<file path="src/rtl/sw_hw_mailbox.sv">
// Software-to-hardware mailbox: a four-phase command handshake on the software side
// feeds a DEPTH-entry frame FIFO drained by a valid/ready hardware consumer.
module sw_hw_mailbox #(
    parameter int NUM_CH = 10,
    parameter int DATA_W = 32,
    parameter int DEPTH  = 4
) (
    input  logic                       clk_clk,
    input  logic                       reset_reset,
    input  logic [NUM_CH*DATA_W-1:0]   sw_port_data,
    input  logic [1:0]                 sw_sig,
    output logic [1:0]                 sw_ack,
    output logic [NUM_CH*DATA_W-1:0]   hw_data,
    output logic                       hw_valid,
    input  logic                       hw_ready,
    output logic [$clog2(DEPTH):0]     hw_level,
    output logic [1:0]                 fsm_state
);
    localparam int FRAME_W = NUM_CH * DATA_W;
    localparam int PTR_W   = $clog2(DEPTH);
    localparam int LVL_W   = PTR_W + 1;

    localparam logic [1:0] WAIT_REL = 2'd0;
    localparam logic [1:0] IDLE     = 2'd1;
    localparam logic [1:0] ACK      = 2'd2;

    localparam logic [1:0] SIG_IDLE   = 2'b00;
    localparam logic [1:0] SIG_COMMIT = 2'b01;
    localparam logic [1:0] SIG_FLUSH  = 2'b10;

    logic [FRAME_W-1:0] mem [DEPTH];
    logic [PTR_W-1:0]   wr_ptr;
    logic [PTR_W-1:0]   rd_ptr;
    logic [LVL_W-1:0]   level;
    logic [1:0]         sig_q;
    logic               sig_seen;
    logic [1:0]         state;
    logic [1:0]         ack;

    logic full;
    logic commit_req;
    logic flush_req;
    logic push;
    logic pop;

    // Consumer handshake: a frame transfers on every rising edge where hw_valid
    // and hw_ready are both high; hw_data is held stable until that edge.
    assign full       = (level == LVL_W'(DEPTH));
    assign commit_req = (state == IDLE) && (sig_q == SIG_COMMIT);
    assign flush_req  = (state == IDLE) && (sig_q == SIG_FLUSH);
    assign push       = commit_req && !full;
    assign pop        = hw_valid && hw_ready;

    always_ff @(posedge clk_clk) begin
        if (reset_reset) begin
            sig_q    <= SIG_IDLE;
            sig_seen <= 1'b0;
            state    <= WAIT_REL;
            ack      <= 2'b00;
        end else begin
            sig_q    <= sw_sig;
            sig_seen <= 1'b1;
            case (state)
                // The reset value of sig_q is not a release: wait for a
                // genuinely sampled idle command before accepting new ones.
                WAIT_REL: begin
                    ack <= 2'b00;
                    if (sig_seen && sig_q == SIG_IDLE) begin
                        state <= IDLE;
                    end
                end
                IDLE: begin
                    if (sig_q == SIG_COMMIT) begin
                        ack   <= full ? 2'b11 : 2'b01;
                        state <= ACK;
                    end else if (sig_q == SIG_FLUSH) begin
                        ack   <= 2'b01;
                        state <= ACK;
                    end
                end
                ACK: begin
                    if (sig_q == SIG_IDLE) begin
                        ack   <= 2'b00;
                        state <= IDLE;
                    end
                end
                default: begin
                    ack   <= 2'b00;
                    state <= WAIT_REL;
                end
            endcase
        end
    end

    // Flush outranks a same-edge pop; full is judged on the pre-edge level.
    always_ff @(posedge clk_clk) begin
        if (reset_reset || flush_req) begin
            wr_ptr <= '0;
            rd_ptr <= '0;
            level  <= '0;
        end else begin
            if (push) begin
                wr_ptr <= wr_ptr + 1'b1;
            end
            if (pop) begin
                rd_ptr <= rd_ptr + 1'b1;
            end
            case ({push, pop})
                2'b10:   level <= level + 1'b1;
                2'b01:   level <= level - 1'b1;
                default: level <= level;
            endcase
        end
    end

    always_ff @(posedge clk_clk) begin
        if (!reset_reset && push) begin
            mem[wr_ptr] <= sw_port_data;
        end
    end

    assign hw_data   = mem[rd_ptr];
    assign hw_valid  = (level != '0);
    assign hw_level  = level;
    assign sw_ack    = ack;
    assign fsm_state = state;

endmodule
</file>
<file path="config.mk">
export PLATFORM = sky130hd
export DESIGN_NAME = sw_hw_mailbox
export DESIGN_NICKNAME = d
export VERILOG_FILES = /design/src/rtl/sw_hw_mailbox.sv
export SDC_FILE = /design/constraint.sdc
export NUM_CORES = 1
export LEC_CHECK = 0
export BUFFER_PORTS_ARGS = -buffer_cell sky130_fd_sc_hd__buf_2
export CAP_MARGIN = 0
export CELL_PAD_IN_SITES_DETAIL_PLACEMENT = 0
export CELL_PAD_IN_SITES_GLOBAL_PLACEMENT = 1
export CORE_AREA = 2 2 311 313
export DETAILED_ROUTE_END_ITERATION = 8
export DIE_AREA = 0 0 313 315
export PLACE_DENSITY = 0.77
export SLEW_MARGIN = 20
export SYNTH_ARGS = -nofsm -noshare
export SYNTH_HDL_FRONTEND = slang
export SYNTH_SLANG_ARGS = --single-unit
</file>
<file path="constraint.sdc">
create_clock -name clk_clk -period 14.3 [get_ports clk_clk]
set_input_delay 2.86 -clock clk_clk [delete_from_list [all_inputs] [get_ports clk_clk]]
set_output_delay 2.86 -clock clk_clk [all_outputs]
set_load 0.02 [all_outputs]
</file>
==> metrics.md <==
| Metric | Value |
|---|---|
| Max cap viols | 0 |
| Setup Viol. Count Final | 0 |
| Clock root buffer | clkbuf_16 |
| Hold-fix buffers, CTS | 0 |
| Number of cell rows | around 110 |
| Die Area | 98600 µm² |
| Setup TNS | 0 ns |
| Hold Crit Start | sw_ack[0] |
| Slowest stage delay, CP | between 0.9 and 1 ns |
| Fraction of registers with async set/reset | 0 |
| Status | completed |
| Clock buffer count from CTS | roughly 130 |
| Final net count | 2824 |
| Hpwl dp | 58200 µm |
| Postcts setup bufs | 0 |
| GP Congestion | approximately 0.8 |
| Clock transition at path regs | roughly 0.060 ns |
| Main synth FF type | edfxtp_1 |
| DR vias/cell | 5.47 |
| Grt total ovfl | 0 |
| YS warnings | 0 |
| Initial antenna violation count | 25 |
| Final Max Tran Viols | 0 |
| Synth area leader | edfxtp_1 |
| PD cells | between 100 and 150 nW/µm² |
| Share of cells above drive strength 1 | 0.458 |
| Synth-to-layout area growth | 18.4% |
| Fill cell count | around 6.8k |
| Final hold vios | 0 |
| Library cells used by synthesis | 33 |
| Largest net degree at the start of global routing | approximately 160 |
| Post-Route Utilization | 0.585 |
| # IOs | around 650 |
| Flops & latches, synth | ~1.3k |
| H-tree lvl count | 4 |
| Clock Skews | between 0.03 and 0.04 ns |
| Crit end category | primary output |
| Vias | around 21k |
| Clock sink total | 1296 |
| Avg WL per Cell | roughly 25 µm |
| Pre-antenna DRT Iters | 5 |
| Top-area cell type share of the netlist area | 0.813 |
| Initial Utilization | 0.494 |
| WHS Endpoint | sw_ack[0] |
| R2r startpoint | sig_q[1] |
| Worst path cell trace | buf_12 > buf_4 > mux4_2 > buf_2 |
| Register area share after synthesis | 0.819 |
| Syn Inst Count | around 1.8k |
| Final wirelength | approximately 96000 µm |
| FF-to-FF setup slack | slightly above 10 ns |
| Hold slack | approximately 0.49 ns |
| Final min period | between 7 and 8 ns |
| Worst-skew pair later-pin latency | 0.75 ns |
| Period Utilization, post-route | 0.503 |
| Rel. slew slack | 0.214 |
| Leakage | between 15 and 20 nW |
| Cell Area, Synth | about 47000 µm² |
| R2R depth | 5 |
| Register area | about 39000 µm² |
| Worst vdd ir | approximately 0.13 mV |
| Min-delay worst type | register to register |
| Synthesized Nets | around 2.1k |
| Final antenna-violating net count | 0 |
| Area of the multi-input gates | 7660 µm² |
| Die Y-Extent | around 320 µm |
| First-pass GRT wire length | ~140000 µm |
| Worst slew pin tran | 1.18 ns |
| WP data arrival | 4.33 ns |
| Number of synthesized flops with an enable pin | approximately 1.3k |
| DR iter-0 viols | 1602 |
| Post_cts resized | 0 |
| Reg2Reg Capture Point | mem[1][75] |
| Core Box Area | between 90000 and 100000 µm² |
| Timing-limited maximum frequency | approximately 140 MHz |
| Maximum clock path buffer count | 3 |
| Gr usage total | 0.192 |
| RSZ-0062 raised after global routing | no |
| WP data required | 11.44 ns |
| Area contributors post-synth | edfxtp_1, mux4_2, buf_12, dfxtp_1, buf_2 |
| Port Buffers | about 650 |
| Critical path class | register to primary output |
| Post-Synthesis Mean Instance Area | between 20 and 30 µm² |
| TritonCTS clock tree | done |
| Hold path cells | 2 |
| Vias in the first global route | ~22k |
| CP startpoint kind | register |
| Chip width | 313 µm |
| DRC errors left | 0 |
| Max Fanout on Critical Path | about 100 |
| Slowest CP cell | dfxtp_4 |
state kept, by name, summed over array words and instances (netlist names), named ones only:
signal     flops
fsm_state      2
hw_level       3
mem         1280
rd_ptr         2
sig_q          2
sig_seen       1
sw_ack         2
wr_ptr         2
cells in the final DEF (no fill, tap or decap), types with 3 or more instances in the layout:
master	n
xor2_1	4
a21oi_1	9
or3_1	3
nand2_1	3
clkinv_2	11
nor2_1	7
ha_1	5
and2_4	4
buf_2	652
nor2b_1	5
edfxtp_1	1280
inv_6	5
buf_12	7
clkinvlp_4	5
inv_1	7
mux4_2	320
clkinv_8	5
and3b_1	3
clkinv_1	21
clkbuf_1	28
dfxtp_1	14
buf_4	12
diode_2	18
o21ai_0	5
bufinv_16	18
clkbuf_16	134
routing by layer:
| layer | up-vias | wire (µm) | global-route usage |
|---|---|---|---|
| met3 | 170 | 7710 | 0.0662 |
| met4 | 26 | 2570 | 0.0726 |
| li1 | 9135 | - | - |
| met5 | - | 166 | 0 |
| met1 | 11200 | 35700 | 0.234 |
| met2 | 685 | 49700 | 0.319 |
how the worst max path moves through the flow:
stage / from / end / slack [ns] / depth (start not counted)
after global routing: register / hw_data[148] / 6.68 / 4
after CTS: register / hw_data[148] / 6.88 / 4
after detailed placement: reset_reset / mem[0][96] / 7.67 / 5
final: register / hw_data[148] / 7.11 / 4
after global placement: register / hw_data[125] / 7.69 / 4
after floorplan: reset_reset / mem[0][0] / 2.98 / 3
per-stage QoR:
stage / worst slack [ns] / instance area [µm²] / cells / power (mW)
2_1_floorplan: 2.98 / 47300 / 1759 / 4.46
3_3_place_gp: 7.69 / 51500 / 3633 / 4.56
3_5_place_dp: 7.67 / 51500 / 3633 / 4.58
4_1_cts: 6.88 / 55900 / 3865 / 8.03
5_1_grt: 6.68 / 56000 / 3877 / 8.19
6_report: 7.11 / 56000 / 3884 / 7.95
area by class of cell:
type / count / share of cell area
clock inverter: 70 / 0.0169
multi-input combinational: 383 / 0.137
clock buffer: 162 / 0.0617
antenna: 18 / 0.000804
inverter: 7 / 0.000469
timing repair buffer: 672 / 0.0628
tap: 1276 / 0.0285
sequential: 1296 / 0.692
kinds of logic after synthesis:
family                     Yosys count  synth area share
AOI/OAI and AO/OA                   19           0.00238
and+or+nand+nor                     33           0.00439
DFF                               1296             0.819
xor gates and xnor gates             5          0.000926
buffers and inverters               80            0.0188
muxes                              320             0.152
adders and majority gates            6           0.00175
Yosys cell counts, types with 2 or more instances:
cell type  number
edfxtp_1     1280
mux4_2        320
buf_12         33
buf_2          31
dfxtp_1        16
a21oi_1         9
inv_1           7
nor2_1          7
clkbuf_1        6
ha_1            5
nor2b_1         5
o21ai_0         5
and2_1          4
xor2_1          4
and3b_1         3
nand2_1         3
or3_1           3
buf_4           2
nor3_1          2
worst max-delay path: cells and delay by family, from the launching register on:
| kind | cells | cell delay, ns |
|---|---|---|
| buffers and inverters | 3 | 1.70 |
| DFF | 1 | 0.96 |
| muxes | 1 | 0.65 |
power breakdown:
group          switching (mW)  internal (mW)  total [mW]  leakage, nW
clock                    1.40           2.06        3.46         2.12
combinational           0.171          0.128       0.299         4.49
sequential            0.00942           4.18        4.19         11.6
(Power assumes the default switching activity.)
